## config.mk

```make
export PLATFORM = sky130hd
export DESIGN_NAME = taus_urng
export DESIGN_NICKNAME = d
export VERILOG_FILES = /design/src/rtl/hwng_pkg.sv /design/src/rtl/taus88_step.sv /design/src/rtl/taus_urng.sv
export SDC_FILE = /design/constraint.sdc
export NUM_CORES = 1
export LEC_CHECK = 0
export CORE_MARGIN = 2
export CORE_UTILIZATION = 36
export DETAILED_ROUTE_END_ITERATION = 8
export SLEW_MARGIN = 20
export SYNTH_ARGS = -nofsm -noshare
export SYNTH_HDL_FRONTEND = slang
export SYNTH_SLANG_ARGS = --single-unit
```

## constraint.sdc

```tcl
create_clock -name clk -period 5.65 [get_ports clk]
set_clock_uncertainty 0.2 [all_clocks]
set_input_delay 1.13 -clock clk [delete_from_list [all_inputs] [get_ports clk]]
set_output_delay 1.13 -clock clk [all_outputs]
set_load 0.05 [all_outputs]
```

## src/rtl/hwng_pkg.sv

```systemverilog
// Shared definitions for the hardware normal generator: FSM encoding, default seeds,
// seed minimums and sample widths used by the URNG, log and cos/sin stages.
package hwng_pkg;

  localparam int unsigned U0W = 48;
  localparam int unsigned U1W = 16;

  localparam logic [1:0] StSeed = 2'd0;
  localparam logic [1:0] StWarm = 2'd1;
  localparam logic [1:0] StRun  = 2'd2;

  localparam logic [31:0] SeedA1 = 32'h12345678;
  localparam logic [31:0] SeedA2 = 32'h9ABCDEF0;
  localparam logic [31:0] SeedA3 = 32'h0F1E2D3C;
  localparam logic [31:0] SeedB1 = 32'h89ABCDEF;
  localparam logic [31:0] SeedB2 = 32'h76543210;
  localparam logic [31:0] SeedB3 = 32'hC3D2E1F0;

  localparam logic [31:0] S1Min = 32'd2;
  localparam logic [31:0] S2Min = 32'd8;
  localparam logic [31:0] S3Min = 32'd16;

  typedef struct packed {
    logic [31:0] s1;
    logic [31:0] s2;
    logic [31:0] s3;
  } taus_state_t;

  // Words below the slot minimum would collapse that component to a zero cycle.
  function automatic logic [31:0] seed_fix(input logic [31:0] word, input logic [31:0] min_val);
    return (word < min_val) ? (word | 32'h0000_0100) : word;
  endfunction

endpackage

```

## src/rtl/taus88_step.sv

```systemverilog
// One combinational taus88 step: next component states and the combined output word.
module taus88_step
  import hwng_pkg::*;
(
  input  taus_state_t cur,
  output taus_state_t nxt,
  output logic [31:0] out
);

  always_comb begin
    nxt.s1 = ((cur.s1 & 32'hFFFF_FFFE) << 12) ^ (((cur.s1 << 13) ^ cur.s1) >> 19);
    nxt.s2 = ((cur.s2 & 32'hFFFF_FFF8) << 4)  ^ (((cur.s2 << 2)  ^ cur.s2) >> 25);
    nxt.s3 = ((cur.s3 & 32'hFFFF_FFF0) << 17) ^ (((cur.s3 << 3)  ^ cur.s3) >> 11);
    out    = nxt.s1 ^ nxt.s2 ^ nxt.s3;
  end

endmodule

```

## src/rtl/taus_urng.sv

```systemverilog
// Dual taus88 uniform generator with reseed/warm-up sequencing and a small output FIFO.
module taus_urng
  import hwng_pkg::*;
#(
  parameter int unsigned WARMUP     = 16,
  parameter int unsigned FIFO_DEPTH = 2
) (
  input  logic           clk,
  input  logic           rst,
  input  logic           seed_load,
  input  logic           seed_valid,
  input  logic [31:0]    seed_data,
  input  logic           u_ready,
  output logic           u_valid,
  output logic [U0W-1:0] u0,
  output logic [U1W-1:0] u1,
  output logic           busy
);

  localparam int unsigned AW = $clog2(FIFO_DEPTH);
  localparam int unsigned CW = (WARMUP > 1) ? $clog2(WARMUP) : 1;
  localparam int unsigned SW = U0W + U1W;

  taus_state_t gen_a_q, gen_a_d, nxt_a;
  taus_state_t gen_b_q, gen_b_d, nxt_b;
  logic [31:0] out_a, out_b;

  logic [1:0]    st_q, st_d;
  logic [CW-1:0] cnt_q, cnt_d;
  logic [2:0]    idx_q, idx_d;
  logic [AW:0]   wr_ptr_q, wr_ptr_d, rd_ptr_q, rd_ptr_d;
  logic [SW-1:0] mem_q [FIFO_DEPTH];
  logic [SW-1:0] rd_word;
  logic          full, pop, push, step;

  taus88_step u_gen_a (
    .cur (gen_a_q),
    .nxt (nxt_a),
    .out (out_a)
  );

  taus88_step u_gen_b (
    .cur (gen_b_q),
    .nxt (nxt_b),
    .out (out_b)
  );

  assign u_valid = (wr_ptr_q != rd_ptr_q);
  assign full    = (wr_ptr_q[AW] != rd_ptr_q[AW]) && (wr_ptr_q[AW-1:0] == rd_ptr_q[AW-1:0]);
  assign pop     = u_valid && u_ready;
  assign rd_word = mem_q[rd_ptr_q[AW-1:0]];
  assign u0      = u_valid ? rd_word[SW-1:U1W] : '0;
  assign u1      = u_valid ? rd_word[U1W-1:0] : '0;
  assign busy    = (st_q != StRun);

  always_comb begin
    st_d     = st_q;
    cnt_d    = cnt_q;
    idx_d    = idx_q;
    gen_a_d  = gen_a_q;
    gen_b_d  = gen_b_q;
    wr_ptr_d = wr_ptr_q;
    rd_ptr_d = rd_ptr_q;
    push     = 1'b0;
    step     = 1'b0;

    if (seed_load) begin
      // Flush wins over any pop or push in the same cycle.
      st_d     = StSeed;
      idx_d    = '0;
      wr_ptr_d = '0;
      rd_ptr_d = '0;
    end else begin
      if (pop) rd_ptr_d = rd_ptr_q + 1'b1;

      case (st_q)
        StSeed: begin
          if (seed_valid) begin
            case (idx_q)
              3'd0:    gen_a_d.s1 = seed_fix(seed_data, S1Min);
              3'd1:    gen_a_d.s2 = seed_fix(seed_data, S2Min);
              3'd2:    gen_a_d.s3 = seed_fix(seed_data, S3Min);
              3'd3:    gen_b_d.s1 = seed_fix(seed_data, S1Min);
              3'd4:    gen_b_d.s2 = seed_fix(seed_data, S2Min);
              3'd5:    gen_b_d.s3 = seed_fix(seed_data, S3Min);
              default: ;
            endcase
            if (idx_q == 3'd5) begin
              st_d  = StWarm;
              cnt_d = '0;
              idx_d = '0;
            end else begin
              idx_d = idx_q + 3'd1;
            end
          end
        end
        StWarm: begin
          step = 1'b1;
          if (cnt_q == CW'(WARMUP - 1)) begin
            st_d  = StRun;
            cnt_d = '0;
          end else begin
            cnt_d = cnt_q + 1'b1;
          end
        end
        StRun: begin
          // A pop frees a slot this cycle, so a full FIFO can still accept.
          if (!full || pop) begin
            push = 1'b1;
            step = 1'b1;
          end
        end
        default: st_d = StWarm;
      endcase

      if (push) wr_ptr_d = wr_ptr_q + 1'b1;
      if (step) begin
        gen_a_d = nxt_a;
        gen_b_d = nxt_b;
      end
    end
  end

  always_ff @(posedge clk or negedge rst) begin
    if (!rst) begin
      gen_a_q  <= '{s1: SeedA1, s2: SeedA2, s3: SeedA3};
      gen_b_q  <= '{s1: SeedB1, s2: SeedB2, s3: SeedB3};
      st_q     <= StWarm;
      cnt_q    <= '0;
      idx_q    <= '0;
      wr_ptr_q <= '0;
      rd_ptr_q <= '0;
    end else begin
      gen_a_q  <= gen_a_d;
      gen_b_q  <= gen_b_d;
      st_q     <= st_d;
      cnt_q    <= cnt_d;
      idx_q    <= idx_d;
      wr_ptr_q <= wr_ptr_d;
      rd_ptr_q <= rd_ptr_d;
    end
  end

  always_ff @(posedge clk) begin
    if (push) mem_q[wr_ptr_q[AW-1:0]] <= {out_a, out_b};
  end

endmodule
```

# After elaboration in Yosys (flattened, before gate mapping)
# Memories as Yosys holds them, arrays and structs flattened.
# Index checks and enable logic that the tools add are counted.
word_totals:
  n_memories: 1
  output_inout_bits: 66
  reg_bits: 205
  ramBits: 128
op_classes:
  eq_ne: 18
  addsub: 4
  muxes: 42
  n_lt_le_gt_ge: 3
  bitwise: 17
  n_reduce_logical: 28
memory_table:
  columns: ["name", "depth", "width", "read_ports", "rd_ports_with_merged_regs", "write_ports", "line_no", "rtl"]
  rows:
  - ["mem_q", 2, 64, 1, 0, 1, "taus_urng.sv:32", "logic [SW-1:0] mem_q [FIFO_DEPTH];"]
op_table:
  columns: ["op", "count"]
  rows:
  - ["$mux W96", 6]
  - ["$xor A32 B32 Y32", 10]
  - ["$mux W32", 6]
  - ["$xor A32 B13 Y32", 2]
  - ["$xor A32 B21 Y32", 2]
  - ["$xor A32 B7 Y32", 2]
  - ["$mux W48", 1]
  - ["$lt A32 B2 Y1 const B", 1]
  - ["$lt A32 B4 Y1 const B", 1]
  - ["$lt A32 B5 Y1 const B", 1]
  - ["$reduce_and A4 Y1", 8]
  - ["$mux W9", 3]
  - ["$reduce_bool A2 Y1", 13]
  - ["$mux W16", 1]
  - ["$mux W2", 8]
  - ["$mux W3", 4]
  - ["$mux W4", 3]
  - ["$ne A3 B3 Y1 const B", 3]
  - ["$ne A2 B2 Y1 const B", 4]
  - ["$pmux W4 S2", 1]
  - ["$mux W1", 7]
  - ["$eq A3 B2 Y1 const B", 2]
  - ["$eq A3 B3 Y1 const B", 2]
  - ["$pmux W2 S3", 1]
  - ["18 further kinds", 20]

# Logic depth before layout (Yosys ltp)
depth:
  word_depth: 10
  ltp_mapped: 11
  ltp_nobuf: 7

# By module
# Synthesis repeated with hierarchy kept, for this count alone.
unflattened:
  hier_cells: 1569
  hier_area_um2: 16797.4
modules_own_cells:
  columns: ["mod", "area_per_inst_um2", "cells_each", "n_inst"]
  rows:
  - ["taus_urng", 13969.6, 1275, 1]
  - ["taus88_step", 1413.9, 147, 2]

# Least setup slack after synthesis
# Ideal clock, no wire load.
synth_path:
  path_type: "input-to-reg"
  startpoint: "input port seed_load"
  endpoint: "memory mem_q[0][0] (netlist name) (enable)"
  t_arrival_ns: 5.943
  slack_ns: -1.058
  path_buffers: 2
  cell_stages: 3
  path_cell_list: "clkbuf_1 clkbuf_1 nor3_1"
synth_via:
  elab_chain_cells: 3
synth_rtl:
  columns: ["element", "line_no", "rtl"]
  rows:
  - ["start, declared", "taus_urng.sv:10", "input logic seed_load,"]
  - ["$mux W1", "taus_urng.sv:67", "if (seed_load) begin"]
  - ["$mux W1", "taus_urng.sv:145", "if (push) mem_q[wr_ptr_q[AW-1:0]] <= {out_a, out_b};"]
  - ["$mux W1 (not written as such)", "taus_urng.sv:145", null]
  - ["end, declared", "taus_urng.sv:32", null]
# No other way between the ends.

# Worst setup path in the final report
layout_path:
  startpoint: "register wr_ptr_q[1]"
  endpoint: "output port u0[11]"
layout_via:
  elab_chain_cells: 2
layout_rtl:
  columns: ["element", "line_no", "rtl"]
  rows:
  - ["start, declared", "taus_urng.sv:31", "logic [AW:0] wr_ptr_q, wr_ptr_d, rd_ptr_q, rd_ptr_d;"]
  - ["start signal, assigned", "taus_urng.sv:139", "wr_ptr_q <= wr_ptr_d;"]
  - ["$ne A2 B2 Y1", "taus_urng.sv:48", "assign u_valid = (wr_ptr_q != rd_ptr_q);"]
  - ["$mux W48", "taus_urng.sv:52", "assign u0 = u_valid ? rd_word[SW-1:U1W] : '0;"]
  - ["end, declared", "taus_urng.sv:15", "output logic [U0W-1:0] u0,"]
# No other way between the ends.

==> reports/results.ini <==
[global_routing]
grt_first_pass_wirelength_um=63060
grt_max_degree=160
track_usage=0.1912
grt-ovfl-total=0
antenna_found_initial=0
grt_pass1_vias=10120

[floorplanning]
start_util=0.3652
die_w_um=210.3
row_count=75
die_area_sq_um=44220
core_sq_um=41950
io_pins=103
die_h_um=210.3

[sta]
rsz0062_at_grt=false
hold_viol_final=0
slew_viol_final=0
worst_pin_slew_ns=0.8457
setup_viol=0
period_needed_ns=4.622
fin_crit_sh=0.8180
max_freq_mhz=216.4
maxSlewHeadroom=0.4347

[cts]
cts.sinks=317
cts_resized=0
path_clk_slew_ns=0.06
clk_path_buf_depth=3
root_buffer=clkbuf_16
clk_latency_ns=0.52
postCtsHoldBufs=0
htree_levels=2
tritoncts=yes
numCtsBuffers=36
postCtsSetupBuffers=0

[detailed_routing]
m1WireLength_um=19870
num_vias=10450
top_layer=met4
avgRoutedWirePerCell_um=20.74
drc_errors=0
route.met3.wl_um=3465
drt-total-wl_um=42140
wl_met2_um=17800
firstDrtPassIters=5
drt_iter0_drc=721
ant_nets=0
viasPerCell=5.142

[logic_synthesis]
syn_avg_cell_area_sq_um=10.84
synth_top_area_frac=0.2509
synth_edf_count=128
synth_fp_nets=1456
synth_top_cells_by_area=edfxtp_1, dfstp_2, dfrtp_1
synthesis.area_sq_um=15320
ys.flop_type=edfxtp_1
synthesis.instances=1414
synth_seq_cells=317
yosys_warnings=0
synthArstFlopShare=0.5962
seq_area_frac_synth=0.5673
yosysTopAreaCell=edfxtp_1
netlist-cell-type-count=45

[setup_path]
critPathSlowestCell=clkdlybuf4s50_1
cp.required_ns=4.32
crit_chain=xnor2_1 -> and2_2 -> buf_4 -> nor2_1 -> clkdlybuf4s50_1
crit_arrival_ns=3.29
crit_path_max_incr_delay_ns=0.72
critPathKind=reg2out
critPathCaptureType=output port
crit_fanout=39
r2r_slack_ns=2.10
worst-path-buf-inv=2
crit_family=buffers and inverters
worstSetupStartpointType=register

[placement]
globalplace.congestion=0.8707
place.port_buffers=101
hpwlAfterDp_um=30130
placed_area_sq_um=16720
dp.cells=1966

[finish]
drive_above_1_share=0.1212
mostFrequentLayoutCells=xnor2_1, nand2_1, edfxtp_1
synthToLayoutAreaGrowth_pct=16.95
fin_nets=1507
stdcell_area_sq_um=17920
diodes=0
final_common_cell=xnor2_1
layoutNonFillerInstCount=2032

[min_path]
min_path_type=reg2reg

[job]
maxCapViolCount=0

[run_status]
status=completed

final cells by class:
cell class                 instances  area (sq um)
timing repair buffer             119          1205
multi-input combinational        984          6123
inverter                           7         26.28
clock inverter                    15         166.4
tap                              539         674.4
fill                            3964         24030
clock buffer                      51          1028
sequential                       317          8695
worst reg2reg max path, cell delays in order, from the launching register on:
cell	delay (ns)
dfrtp_4	0.41
buf_4	0.48
xor2_1	0.25
o41ai_4	0.39
buf_4	0.64
a21o_1	0.21
buf_4	0.48
a211oi_1	0.23
a21o_1	0.21
metal layers:
layer  GRT usage  up-vias
met1      0.2861     5036
met2      0.2775      408
li1            -     4951
met3     0.04306       53
met4     0.05160        0
met5           0        -
logic make-up after synthesis:
| kind of cell | synth area share |
|---|---|
| buffers and inverters | 0.03634 |
| and+or+nand+nor | 0.1003 |
| muxes | 0.04181 |
| DFF | 0.5673 |
| xor gates and xnor gates | 0.1246 |
| AOI/OAI and AO/OA | 0.1256 |
| adders and majority gates | 0.004083 |
worst paths after layout:
path | start | to | depth (start not counted)
max in group asynchronous | rst | gen_a_q[52]$_DFFE_PN1P_ | 2
hold / removal | gen_b_q[69]$_DFFE_PN1P_ | gen_b_q[69]$_DFFE_PN1P_ | 2
hold reg to reg | gen_b_q[69]$_DFFE_PN1P_ | gen_b_q[69]$_DFFE_PN1P_ | 2
setup reg to reg | rd_ptr_q[0]$_DFFE_PN0P_ | gen_b_q[75]$_DFFE_PN1P_ | 8
setup / recovery | wr_ptr_q[1]$_DFFE_PN0P_ | u0[11] | 5
min in group asynchronous | rst | idx_q[1]$_DFFE_PN0P_ | 1
cell usage after synthesis, types with 2 or more instances:
master / n
buf_4: 15
xor2_1: 35
buf_6: 4
o21a_1: 2
a21oi_1: 115
dfrtp_1: 95
a21o_1: 26
nand2_1: 179
nor2_2: 5
a211oi_1: 23
o21ai_1: 29
nor3_1: 3
xnor2_1: 183
inv_1: 7
mux2i_1: 64
buf_1: 5
ha_1: 5
o21bai_2: 2
nor2_1: 110
edfxtp_1: 128
clkbuf_1: 45
and2_1: 30
dfstp_2: 94
nand2b_1: 3
o41a_1: 2
o21ai_0: 100
and2_0: 2
buf_2: 37
o31ai_1: 30
nor4_1: 8
nand3_1: 14
registers in the layout (all words and copies together) (netlist names):
register / cells
gen_b_q: 88
st_q: 2
mem_q: 128
cnt_q: 4
rd_ptr_q: 2
gen_a_q: 88
wr_ptr_q: 2
idx_q: 3
stage by stage:
stage | utilization | hold slack (ns) | setup WS (ns) | setup TNS [ns]
after floorplan | - | 0.2459 | -1.058 | -135.38
after global placement | 0.3980 | 0.2581 | 1.491 | 0
after detailed placement | 0.3987 | 0.2603 | 1.438 | 0
after CTS | 0.4272 | 0.2686 | 0.8924 | 0
after global routing | 0.4272 | 0.2865 | 0.8037 | 0
final | 0.4272 | 0.2686 | 1.028 | 0
Power is not shown: default switching activity piles up to over one toggle a cycle in this logic, so the estimate is an artifact.
==> variant 1 (same flow settings) <==
Set the parameter `WARMUP` to 32 (it was 16).
--- a/src/rtl/taus_urng.sv
+++ b/src/rtl/taus_urng.sv
@@ -4,3 +4,3 @@
 #(
-  parameter int unsigned WARMUP     = 16,
+  parameter int unsigned WARMUP     = 32,
   parameter int unsigned FIFO_DEPTH = 2
Behaviour: no difference found for any inputs over 4 cycles, from zero or initial values and one cycle with rst low; that may be too few to reach the edited logic, so the function may still have changed.
==> variant 1 against the original RTL <==
Routed wire length is 1.0% higher. Area after synthesis is 0.19% higher. Non-clock buffer count increased by 4. Setup slack improved by 8.4 ps. Sequential cell count grew 1. Synthesized cell count rose by 0.35%. Cell area decreased by 0.38%. Via count rose by 1.1%. Count of clock-buffer cells in the layout shrank 3. Critical endpoint is now u0[40]. Highest routed layer unchanged.
==> variant 1: results (changes against the original RTL) <==
| Metric | Value |
|---|---|
| DP Area | `0.0168 mm^2 (+0.35%)` |
| Non-clock buffers | `123 (+3.4%)` |
| Post-CTS Setup Inserts | `0 (unchanged)` |
| Final GP Congestion | `0.901 (+3.4%)` |
| Signal buf overhead | `6.74% (+0.012 points)` |
| Multiplexer share of the synthesized area | `4.31% (+0.13 points)` |
| Final wirelength | `42.6 mm (+1.0%)` |
| Area of the multi-input gates | `0.00616 mm^2 (+0.59%)` |
| All-Layer GR Usage | `19.4% (+0.28 points)` |
| Initial antenna violation count | `1 (+1)` |
| Complex-gate fraction of the synthesized area | `12.5% (-0.097 points)` |
| Worst-path maximum fanout | `52 (+33%)` |
| Synth Area in Adders | `0.489% (+0.081 points)` |
| Worst path slowest cell | `dfrtp_4` |
| Dpl hpwl | `30.6 mm (+1.7%)` |
| Clk_lat worst skew | `520 ps (about the same)` |
| Worst hold path class | `reg2reg` |
| Seq/Total Area, Yosys | `56.8% (about the same)` |
| Mapped Nets | `1462 (+0.41%)` |
| Nets | `1517 (+0.66%)` |
| Clk cell area share | `5.98% (-0.69 points)` |
| Fill count | `3993 (+0.73%)` |
| Largest net degree at the start of global routing | `86 (-46%)` |
| First-pass GRT wire length | `64.1 mm (+1.6%)` |
| 1st-iter DRT viols | `1030 (+43%)` |
| Distinct cell type count after synthesis | `47 (+4.4%)` |
| Initial cell density of the core | `36.5% (about the same)` |
| Synth top area cells | `edfxtp_1 25%, dfstp_2 16%, dfrtp_1 16%` |
| Synth Area per Inst | `10.8 um^2 (-0.17%)` |
| Critical path origin | `rd_ptr_q[0]$_DFFE_PN0P_` |
| Min-delay src | `gen_b_q[36]$_DFFE_PN1P_` |
| Fraction of area in registers | `48.9% (+0.33 points)` |
| Vias in the first global route | `10239 (+1.1%)` |
| Final-layout clock buffer total | `48 (-5.9%)` |
| Inst Count DP | `1977 (+0.56%)` |
| Pwr/cell area | `521 mW/mm^2` |
| Slew @ Worst Pin | `935 ps (+89.5 ps)` |
| Largest stage delay on the critical path | `800 ps (+80 ps)` |
| Vias | `10558 (+1.1%)` |
| Num sequential | `318 (+0.32%)` |
| TritonCTS buffer count | `34 (-5.6%)` |
| Post-synth top cells | `186 x nand2_1, 183 x xnor2_1, 128 x edfxtp_1` |
| Fraction of layout cells with a size suffix above 1 | `11.8% (-0.32 points)` |
| CP Data Arrival Time | `3280 ps (about the same)` |
| Fraction of area in multi-input gates | `34.5% (+0.34 points)` |
| #MultiIn Comb | `990 (+0.61%)` |
| Pre-CTS setup slack | `1520 ps (+77.3 ps)` |
| Status | `completed` |
| Async SR Flop Fraction | `59.7% (+0.13 points)` |
| Vias per cell | `5.18 (+0.76%)` |
| Xor-xnor portion of the synthesized cell area | `12.5% (+0.026 points)` |
## variant 1: changes by cell type in the layout (fill, tap and decap cells not counted), sizes merged, moves of 3 or more
cell,before,now
buf,19,23
nand2,179,186
nor2,115,119
clkbuf,51,48
o21ai,129,125
a21o,26,23
## variant 1: path summary, 6_finish.rpt
path | slack [ps] | endpoint | depth (start not counted)
worst max register to register | 2210 | gen_a_q[12]$_DFFE_PN0P_ | 6
worst min-delay path | 270 | gen_b_q[36]$_DFFE_PN1P_ | 2
min in group asynchronous | 480 | gen_b_q[53]$_DFFE_PN0P_ | 1
worst min register to register | 270 | gen_b_q[36]$_DFFE_PN1P_ | 2
worst max-delay path | 1040 | u0[40] | 5
max in group asynchronous | 3600 | gen_a_q[75]$_DFFE_PN0P_ | 2
## variant 1: metal layers
metal,global-route usage (%),up-vias,share of wire (%)
li1,-,4961,-
met1,28.7,5180,47
met2,28.8,352,43
met3,3.61,65,7.1
met4,6.00,0,2.8
met5,0,-,0
==> variant 2 (same flow settings) <==
Without the edit above. Reset style: synchronous (`rst`), changed in one clocked block.
--- a/src/rtl/taus_urng.sv
+++ b/src/rtl/taus_urng.sv
@@ -123,3 +123,3 @@
 
-  always_ff @(posedge clk or negedge rst) begin
+  always_ff @(posedge clk) begin
     if (!rst) begin
Check against the original RTL: no difference found for any inputs over 4 cycles, from zero or initial values and one cycle with rst low; that may be too few to reach the edited logic, so the function may still have changed.
==> variant 2 against the original RTL <==
Register-to-register slack got worse by 240 ps. Global-route usage up 3.4 points. Routed wire length grew 27%. Setup slack better by 370 ps. Critical path depth unchanged. Cell area up 6.2%. Sequential cell count increased by 1. Hold slack better by 16 ps. Area after synthesis increased by 5.6%. Critical endpoint is now u0[46].
==> variant 2: results (changes against the original RTL) <==
| Metric | Value |
|---|---|
| Fill count | `4209 (+6.2%)` |
| 1st-iter DRT viols | `1160 (+61%)` |
| FF-to-FF setup slack | `1860 ps (-240 ps)` |
| CTS Root Cell | `clkbuf_16` |
| Inserted Diodes | `0 (unchanged)` |
| Primary FF master, synth | `dfxtp_1` |
| Fraction of layout cells with a size suffix above 1 | `10.4% (-1.7 points)` |
| Synth warn | `0 (unchanged)` |
| Distinct cell type count after synthesis | `70 (+56%)` |
| Initial antenna violation count | `3 (+3)` |
| Xor-xnor portion of the synthesized cell area | `11.9% (-0.51 points)` |
| Cells on worst reg2reg path | `7 (-1)` |
| Synth top area cells | `edfxtp_1 24%, dfxtp_1 24%, xnor2_1 9.9%` |
| WL/cell | `24.8 um (+19%)` |
| Post-synth top cells | `190 x dfxtp_1, 183 x xnor2_1, 152 x mux2i_1` |
| CTS HTree Levels | `2 (unchanged)` |
| Multiplexer share of the synthesized area | `10.9% (+6.7 points)` |
| Async SR Flop Fraction | `0% (-60 points)` |
| Status | `completed` |
| Max reg flops | `128 (unchanged)` |
| Largest net degree at the start of global routing | `66 (-59%)` |
| Clk_lat worst skew | `540 ps (+20 ps)` |
| Slew @ Worst Pin | `1030 ps (+185 ps)` |
| Critical path origin | `rd_ptr_q[1]$_SDFFE_PP0P_` |
| Final GP Congestion | `0.900 (+3.3%)` |
| Mapped Nets | `1528 (+4.9%)` |
| First-pass GRT wire length | `78.9 mm (+25%)` |
| Reg2reg end | `gen_a_q[24]$_SDFFE_PN1P_` |
| Seq/Total Area, Yosys | `47.3% (-9.5 points)` |
| Vias in the first global route | `11854 (+17%)` |
| CP endpoint | `u0[46]` |
| Synth Area in Adders | `0.387% (-0.022 points)` |
| Largest stage delay on the critical path | `820 ps (+100 ps)` |
| Final worst slack | `1400 ps (+374 ps)` |
| Nets | `1585 (+5.2%)` |
| Flops & latches, synth | `318 (+0.32%)` |
| Complex-gate fraction of the synthesized area | `15.9% (+3.3 points)` |
| Vias per cell | `5.76 (+12%)` |
| Clock Pin Slew Worst Setup and Hold Paths | `60 ps (about the same)` |
| PortBufs | `101 (unchanged)` |
| All-Layer GR Usage | `22.5% (+3.4 points)` |
| Worst-path maximum fanout | `65 (+67%)` |
| Inst Count DP | `2098 (+6.7%)` |
| Dpl hpwl | `35.9 mm (+19%)` |
| TritonCTS buffer count | `35 (-2.8%)` |
| Post-cts resize count | `0 (unchanged)` |
| Switching part of the total | `roughly 29%` |
| Synth Area per Inst | `10.9 um^2 (+0.49%)` |
| Pre-CTS setup slack | `1330 ps (-111 ps)` |
| Final wirelength | `53.5 mm (+27%)` |
| Number of synthesized flops with an enable pin | `128 (unchanged)` |
| CP Data Arrival Time | `2920 ps (-370 ps)` |
| Post-CTS Setup Inserts | `0 (unchanged)` |
| Worst path slowest cell | `clkdlybuf4s50_1` |
| FF-to-FF Start | `st_q[1]$_SDFFE_PP0P_` |
| Worst hold path class | `reg2reg` |
| Clk buf depth | `3 (unchanged)` |
-- variant 2: cell count changes after synthesis, moves of 28 or more --
cell / change
mux2i_1: +88
clkbuf_1: +41
o21ai_1: -28
dfxtp_1: +190
a221o_1: +46
nand2_1: -145
a21oi_1: -72
a2bb2oi_1: +35
dfrtp_1: -95
or3_1: +76
o21ai_0: -62
dfstp_2: -94
-- variant 2: final cells by class --
class                           instances  area share, %
Clock inverter                         18           1.47
Sequential cell                       318           40.2
Multi-Input combinational cell       1019           41.7
Timing Repair Buffer                  147           7.28
Clock buffer                           46           5.03
Tap cell                              592           3.89
Inverter                               22          0.434
-- variant 2: stage by stage --
stage | area (um^2) | power [uW] | hold WS, ps
after floorplan | 16200 | 3690 | 248
after global placement | 17800 | 4110 | 265
after detailed placement | 17800 | 4130 | 272
after CTS | 19000 | 6600 | 288
after global routing | 19000 | 6810 | 308
final | 19000 | 6610 | 284
-- variant 2: layer usage --
layer	track usage [%]	vias to the layer above	routed length [um]
met4	9.20	2	2350
met5	0	-	13
li1	-	5614	-
met2	33.3	675	22800
met3	5.34	124	5560
met1	31.5	6033	22800
-- variant 2: power by group through the flow --
stage	combinational (uW)	sequential, uW	clock, uW
final	1320	2810	2490
after global routing	1390	2820	2600
after CTS	1290	2800	2510
after detailed placement	1280	2850	0
after global placement	1260	2850	0
after floorplan	920	2770	0
-- variant 2: cells by family after synthesis --
family	Yosys count
DFF	318
and+or+nand+nor	294
adders and majority gates	5
xor gates and xnor gates	219
AOI/OAI and AO/OA	328
muxes	173
buffers and inverters	149
-- variant 2: worst min-delay path by stage --
stage	startpoint	endpoint	slack [ps]	depth (start not counted)
final	cnt_q[1]$_SDFFE_PN0P_	cnt_q[1]$_SDFFE_PN0P_	280	2
after global routing	gen_b_q[88]$_SDFFE_PN1P_	gen_b_q[88]$_SDFFE_PN1P_	310	1
after CTS	cnt_q[3]$_SDFFE_PN0P_	cnt_q[3]$_SDFFE_PN0P_	290	1
after detailed placement	cnt_q[3]$_SDFFE_PN0P_	cnt_q[3]$_SDFFE_PN0P_	270	1
after global placement	cnt_q[3]$_SDFFE_PN0P_	cnt_q[3]$_SDFFE_PN0P_	270	1
after floorplan	cnt_q[3]$_SDFFE_PN0P_	cnt_q[3]$_SDFFE_PN0P_	250	1
-- variant 2: critical path, delay by kind of cell (launching register included) --
family	cells	cell delay, ps
buf+inv	2	1110
flops	1	450
xor+xnor	1	470
simple gates	2	250
